### src/rtl/keen_instruction_fetch.sv
// Instruction fetch front end: PC generation, in-order memory requests with a
// credit limit, a small response FIFO and a valid/ready stream to the decoder.
module keen_instruction_fetch #(
  parameter int              XLEN         = 32,
  parameter int              ILEN         = 32,
  parameter logic [XLEN-1:0] RESET_VECTOR = '0,
  parameter int              DEPTH        = 2
) (
  input  logic            clk,
  input  logic            rst_n,
  input  logic            i_redirect_valid,
  input  logic [XLEN-1:0] i_redirect_target,
  output logic            o_mem_req_valid,
  input  logic            i_mem_req_ready,
  output logic [XLEN-1:0] o_mem_req_addr,
  input  logic            i_mem_rsp_valid,
  input  logic [ILEN-1:0] i_mem_rsp_data,
  input  logic            i_mem_rsp_error,
  output logic            o_inst_valid,
  input  logic            i_inst_ready,
  output logic [ILEN-1:0] o_inst,
  output logic [XLEN-1:0] o_inst_pc,
  output logic            o_inst_fault
);
  localparam int AW = $clog2(DEPTH);
  localparam int CW = AW + 1;

  logic [XLEN-1:0] r_pc;
  logic [ILEN-1:0] r_fifo_inst  [DEPTH];
  logic [XLEN-1:0] r_fifo_pc    [DEPTH];
  logic            r_fifo_fault [DEPTH];
  logic [XLEN-1:0] r_pend_pc    [DEPTH];
  logic [AW-1:0]   r_wr_ptr, r_rd_ptr, r_pend_wr, r_pend_rd;
  logic [CW-1:0]   r_count, r_outstanding, r_drop;
  logic            r_inst_valid;
  logic [ILEN-1:0] r_inst;
  logic [XLEN-1:0] r_inst_pc;
  logic            r_inst_fault;

  logic            w_credit_ok, w_req_valid, w_req_fire;
  logic            w_rsp_fire, w_rsp_keep, w_pop;
  logic [ILEN-1:0] w_push_inst;
  logic [XLEN-1:0] w_push_pc;
  logic [CW-1:0]   w_count_after_pop, w_count_next;
  logic [AW-1:0]   w_rd_ptr_next;
  logic [ILEN-1:0] w_head_inst;
  logic [XLEN-1:0] w_head_pc;
  logic            w_head_fault;

  // Requests are gated by rst_n directly so the bus goes quiet the moment reset asserts.
  assign w_credit_ok = ({1'b0, r_count} + {1'b0, r_outstanding}) < (CW + 1)'(DEPTH);
  assign w_req_valid = rst_n & w_credit_ok & ~i_redirect_valid;
  assign w_req_fire  = w_req_valid & i_mem_req_ready;

  assign w_rsp_fire  = i_mem_rsp_valid & (r_outstanding != '0);
  assign w_rsp_keep  = w_rsp_fire & (r_drop == '0) & ~i_redirect_valid;
  assign w_pop       = r_inst_valid & i_inst_ready & ~i_redirect_valid;
  assign w_push_inst = i_mem_rsp_error ? '0 : i_mem_rsp_data;
  assign w_push_pc   = r_pend_pc[r_pend_rd];

  assign w_count_after_pop = r_count - CW'(w_pop);
  assign w_count_next      = w_count_after_pop + CW'(w_rsp_keep);
  assign w_rd_ptr_next     = r_rd_ptr + AW'(w_pop);

  // Next head: the incoming response bypasses storage when nothing else remains.
  always_comb begin
    w_head_inst  = w_push_inst;
    w_head_pc    = w_push_pc;
    w_head_fault = i_mem_rsp_error;
    if (w_count_after_pop != '0) begin
      w_head_inst  = r_fifo_inst[w_rd_ptr_next];
      w_head_pc    = r_fifo_pc[w_rd_ptr_next];
      w_head_fault = r_fifo_fault[w_rd_ptr_next];
    end
  end

  always_ff @(posedge clk) begin
    if (w_rsp_keep) begin
      r_fifo_inst[r_wr_ptr]  <= w_push_inst;
      r_fifo_pc[r_wr_ptr]    <= w_push_pc;
      r_fifo_fault[r_wr_ptr] <= i_mem_rsp_error;
    end
    if (w_req_fire) begin
      r_pend_pc[r_pend_wr] <= r_pc;
    end
  end

  always_ff @(posedge clk or negedge rst_n) begin
    if (!rst_n) begin
      r_pc          <= RESET_VECTOR & ~XLEN'(3);
      r_wr_ptr      <= '0;
      r_rd_ptr      <= '0;
      r_pend_wr     <= '0;
      r_pend_rd     <= '0;
      r_count       <= '0;
      r_outstanding <= '0;
      r_drop        <= '0;
      r_inst_valid  <= 1'b0;
      r_inst        <= '0;
      r_inst_pc     <= '0;
      r_inst_fault  <= 1'b0;
    end else begin
      if (w_req_fire) r_pend_wr <= r_pend_wr + 1'b1;
      if (w_rsp_fire) r_pend_rd <= r_pend_rd + 1'b1;
      r_outstanding <= r_outstanding + CW'(w_req_fire) - CW'(w_rsp_fire);
      if (i_redirect_valid) begin
        // Every fetch still in flight, minus one retiring now, belongs to the old path.
        r_pc         <= i_redirect_target & ~XLEN'(3);
        r_drop       <= r_outstanding - CW'(w_rsp_fire);
        r_count      <= '0;
        r_wr_ptr     <= '0;
        r_rd_ptr     <= '0;
        r_inst_valid <= 1'b0;
      end else begin
        if (w_req_fire) r_pc <= r_pc + XLEN'(4);
        if (w_rsp_fire && (r_drop != '0)) r_drop <= r_drop - 1'b1;
        if (w_rsp_keep) r_wr_ptr <= r_wr_ptr + 1'b1;
        r_rd_ptr     <= w_rd_ptr_next;
        r_count      <= w_count_next;
        r_inst_valid <= (w_count_next != '0);
        if (w_count_next != '0) begin
          r_inst       <= w_head_inst;
          r_inst_pc    <= w_head_pc;
          r_inst_fault <= w_head_fault;
        end
      end
    end
  end

  assign o_mem_req_valid = w_req_valid;
  assign o_mem_req_addr  = r_pc;
  assign o_inst_valid    = r_inst_valid;
  assign o_inst          = r_inst;
  assign o_inst_pc       = r_inst_pc;
  assign o_inst_fault    = r_inst_fault;

  rsp_needs_outstanding: assert property (@(posedge clk) disable iff (!rst_n)
    i_mem_rsp_valid |-> (r_outstanding != '0));

endmodule

### config.mk
export PLATFORM = sky130hd
export DESIGN_NAME = keen_instruction_fetch
export DESIGN_NICKNAME = d
export VERILOG_FILES = /design/src/rtl/keen_instruction_fetch.sv
export SDC_FILE = /design/constraint.sdc
export NUM_CORES = 1
export LEC_CHECK = 0
export CORE_UTILIZATION = 55
export CTS_BUF_LIST = sky130_fd_sc_hd__clkbuf_16
export DETAILED_ROUTE_END_ITERATION = 10
export PLACE_DENSITY = 0.85
export SYNTH_ARGS = -nofsm -noshare
export SYNTH_HDL_FRONTEND = slang
export SYNTH_SLANG_ARGS = --single-unit
### constraint.sdc
create_clock -name clk -period 7.4 [get_ports clk]
set_clock_uncertainty 0.2 [all_clocks]
set_input_delay 1.85 -clock clk [delete_from_list [all_inputs] [get_ports clk]]
set_output_delay 1.85 -clock clk [all_outputs]
set_load 0.02 [all_outputs]
==> flow_summary.toml <==
[status]
outcome = "finished, final reports clean"

[yosys]
async_flop_share_pct = 35.86
synthXorXnorAreaFrac_pct = 0.7816
synth_area_leader_cell = "edfxtp_1"
synth_top_area_share_pct = 45.91
avgSynthCellArea_um2 = 13.62
ys_seq_area_share_pct = 67.30
synth_compound_area_share_pct = 9.410
synth_fa_ha_area_share_pct = 0.8844
ys_ff_latch = 290
synthSimpleGateAreaFrac_pct = 10.56
synth_top_family_by_area = "simple AND/OR/NAND/NOR gates"
synth_area_um2 = 12170
synth.area.mux_share_pct = 8.618
synth_edf_count = 186
yosysUniqueCellTypes = 52
yosysWarnings = 0
synth_cells = 893
ys.flop_type = "edfxtp_1"
synth_area_leaders = "edfxtp_1 46%, dfrtp_1 21%, mux2i_1 5.8%, nand2_1 3.1%, mux2_2 2.8%"

[global_routing]
grt_max_degree = 68
antenna_found_initial = 0
grt_pass1_wl_mm = 42.30
grt_overflow_total = 0
grt.total_usage_pct = 24.02
first_global_vias = 8091

[hold_path]
hold_end = "o_inst_pc[8]$_DFFE_PN0P_"
hp-start = "o_inst_pc[8]$_DFFE_PN0P_"
hold_path.class = "register to register"
whs_path_depth = 1

[cts]
htreeDepth = 1
cts_made_buffers = 30
postCtsHoldBufs = 0
cts_resized = 0
post_cts_buffers = 0
cts_root_buffer = "clkbuf_16"
tritoncts = "yes"
path_clk_slew_ns = 0.06
clock-sinks = 290
cts.path.max_buffers = 3
clock_latency_ns = 0.54

[placed_design]
place_congestion = 0.8527
dpl-instance-area_um2 = 14050
port_buffers = 163
hpwl_mm = 16.75
dp.cells = 1297

[sta]
finalCritPeriodShare_pct = 76.22
setup_tns_ns = 0
hold_violations = 0
fin_crit_ns = 5.640
relSlewSlack_pct = 23.45
slew_viol_final = 0
rsz0062_at_grt = "false"
setup_viol = 0
max_freq_mhz = 177.3
worstMarginPinSlew_ns = 1.144

[routing]
drtAntennaViolNets = 0
drtPass1Iterations = 5
drc = 0
wl_met1_mm = 11.16
drt-initial-drc-count = 526
top_layer = "met4"
wl_met2_mm = 13.17
routed_via_density = 5.950
wl_per_cell_um = 19.95
drt_wl_total_mm = 26.99
route.met3.wl_mm = 1.935
vias = 8050

[setup_path]
end_kind = "output pin"
critPathRequiredTime_ns = 5.35
path_max_fanout = 51
rrSetupSlack_ns = 3.31
critPathKind = "input port to output pin"
ff2ff_path_depth = 7
worstPathArrival_ns = 3.59
start_kind = "input port"
r2r-start = "r_outstanding[0]$_DFF_PN0_"
r2r-end = "r_pend_pc[0][8]$_DFFE_PP_"

[layout]
fin_nets = 1128
final_cell_mix = "186 x edfxtp_1, 161 x clkdlybuf4s50_1, 104 x dfrtp_1"
drive_above_1_share_pct = 9.320
area_delta_synth_final_pct = 23.18
multiInputGateArea_um2 = 3731
seq_area_um2 = 8188
layout_commonest_cell = "edfxtp_1"
fillers = 1428
antennaDiodeCount = 0
stdcell_count = 1353
postLayoutCellArea_um2 = 14990

[power_and_ir_drop]
p_leak_nw = 6.148
power.internal_mw = 3.584
swShare_pct = 32.00
power.density_nw_per_um2 = 351.7
pwr-share-comb_pct = 30.6
p_clk_share_pct = 27.0
seqPwrFrac_pct = 42.4
irDropWorstVdd_mv = 0.1790
switchingPower_mw = 1.687

[floorplanning]
core_um2 = 21760
die_width_um = 150.7
ios = 170
die_h_um = 150.7
rows = 54
die-area_um2 = 22720
initial_core_util_pct = 55.92

[run]
max_cap_violations = 0
-- power by group through the flow --
stage          logic [mW]  clock network [mW]  registers (mW)
2_1_floorplan       0.724                   0            2.46
3_3_place_gp         1.55                   0            2.25
3_5_place_dp         1.61                   0            2.27
4_1_cts              1.63                1.44            2.24
5_1_grt              1.75                1.50            2.27
6_report             1.61                1.42            2.24
-- cells in the mapped netlist (30+ instances only) --
cell / count
edfxtp_1: 186
a21o_1: 35
mux2_2: 30
mux2i_1: 71
clkbuf_1: 31
nand2_1: 101
o221ai_1: 33
dfrtp_1: 104
nor2_1: 55
a211oi_1: 30
nor2b_1: 38
-- cell type report --
type                            count  area share, %
Sequential cell                   290          54.63
Multi-Input combinational cell    538          24.90
Tap cell                          280          2.338
Clock inverter                     25          1.085
Inverter                           14         0.3506
Clock buffer                       31          5.176
Timing Repair Buffer              175          11.52
-- flip-flops by register name, summed over array words and instances, names as in the netlist --
register / count
r_pend_wr: 1
r_rd_ptr: 1
r_count: 2
o_inst_valid: 1
r_fifo_fault: 2
r_wr_ptr: 1
r_fifo_inst: 64
o_inst_fault: 1
o_mem_req_addr: 30
r_drop: 2
r_outstanding: 2
o_inst_pc: 30
o_inst: 32
r_pend_rd: 1
r_pend_pc: 60
r_fifo_pc: 60
-- logic make-up after synthesis --
kind of cell               after synthesis
muxes                                  101
other                                    1
buffers and inverters                   68
adders and majority gates                8
xor gates and xnor gates                10
DFF                                    290
AOI/OAI and AO/OA                      152
and+or+nand+nor                        263
-- worst max-delay path, stage by stage --
cell and delay [ns]:
buf_2 0.39, nor4b_4 0.64, clkdlybuf4s50_1 0.71
-- per-stage QoR --
step / hold WS, ns / worst slack, ns / util, % / power [mW]
2_1_floorplan: 0.2604 / 0.04794 / - / 3.185
3_3_place_gp: 0.2585 / 1.753 / 64.57 / 3.802
3_5_place_dp: 0.2659 / 1.678 / 64.57 / 3.875
4_1_cts: 0.2791 / 1.730 / 68.89 / 5.299
5_1_grt: 0.2911 / 1.629 / 68.89 / 5.518
6_report: 0.2772 / 1.760 / 68.89 / 5.271
-- routing by layer --
layer	GRT usage, %	up-vias
met5	0	-
met4	8.100	0
met3	3.697	51
met2	39.17	341
met1	33.03	3998
li1	-	3660
-- worst max-delay path by stage --
stage                                 from                         to  cells after the start
final                     i_redirect_valid            o_mem_req_valid                      3
after global routing                 rst_n            o_mem_req_valid                      3
after CTS                            rst_n            o_mem_req_valid                      3
after detailed placement  i_redirect_valid   o_inst_pc[9]$_DFFE_PN0P_                     11
after global placement               rst_n            o_mem_req_valid                      3
after floorplan           i_redirect_valid  r_fifo_fault[0]$_DFFE_PP_                      3
Note: power is estimated with default switching activity, not from simulation.
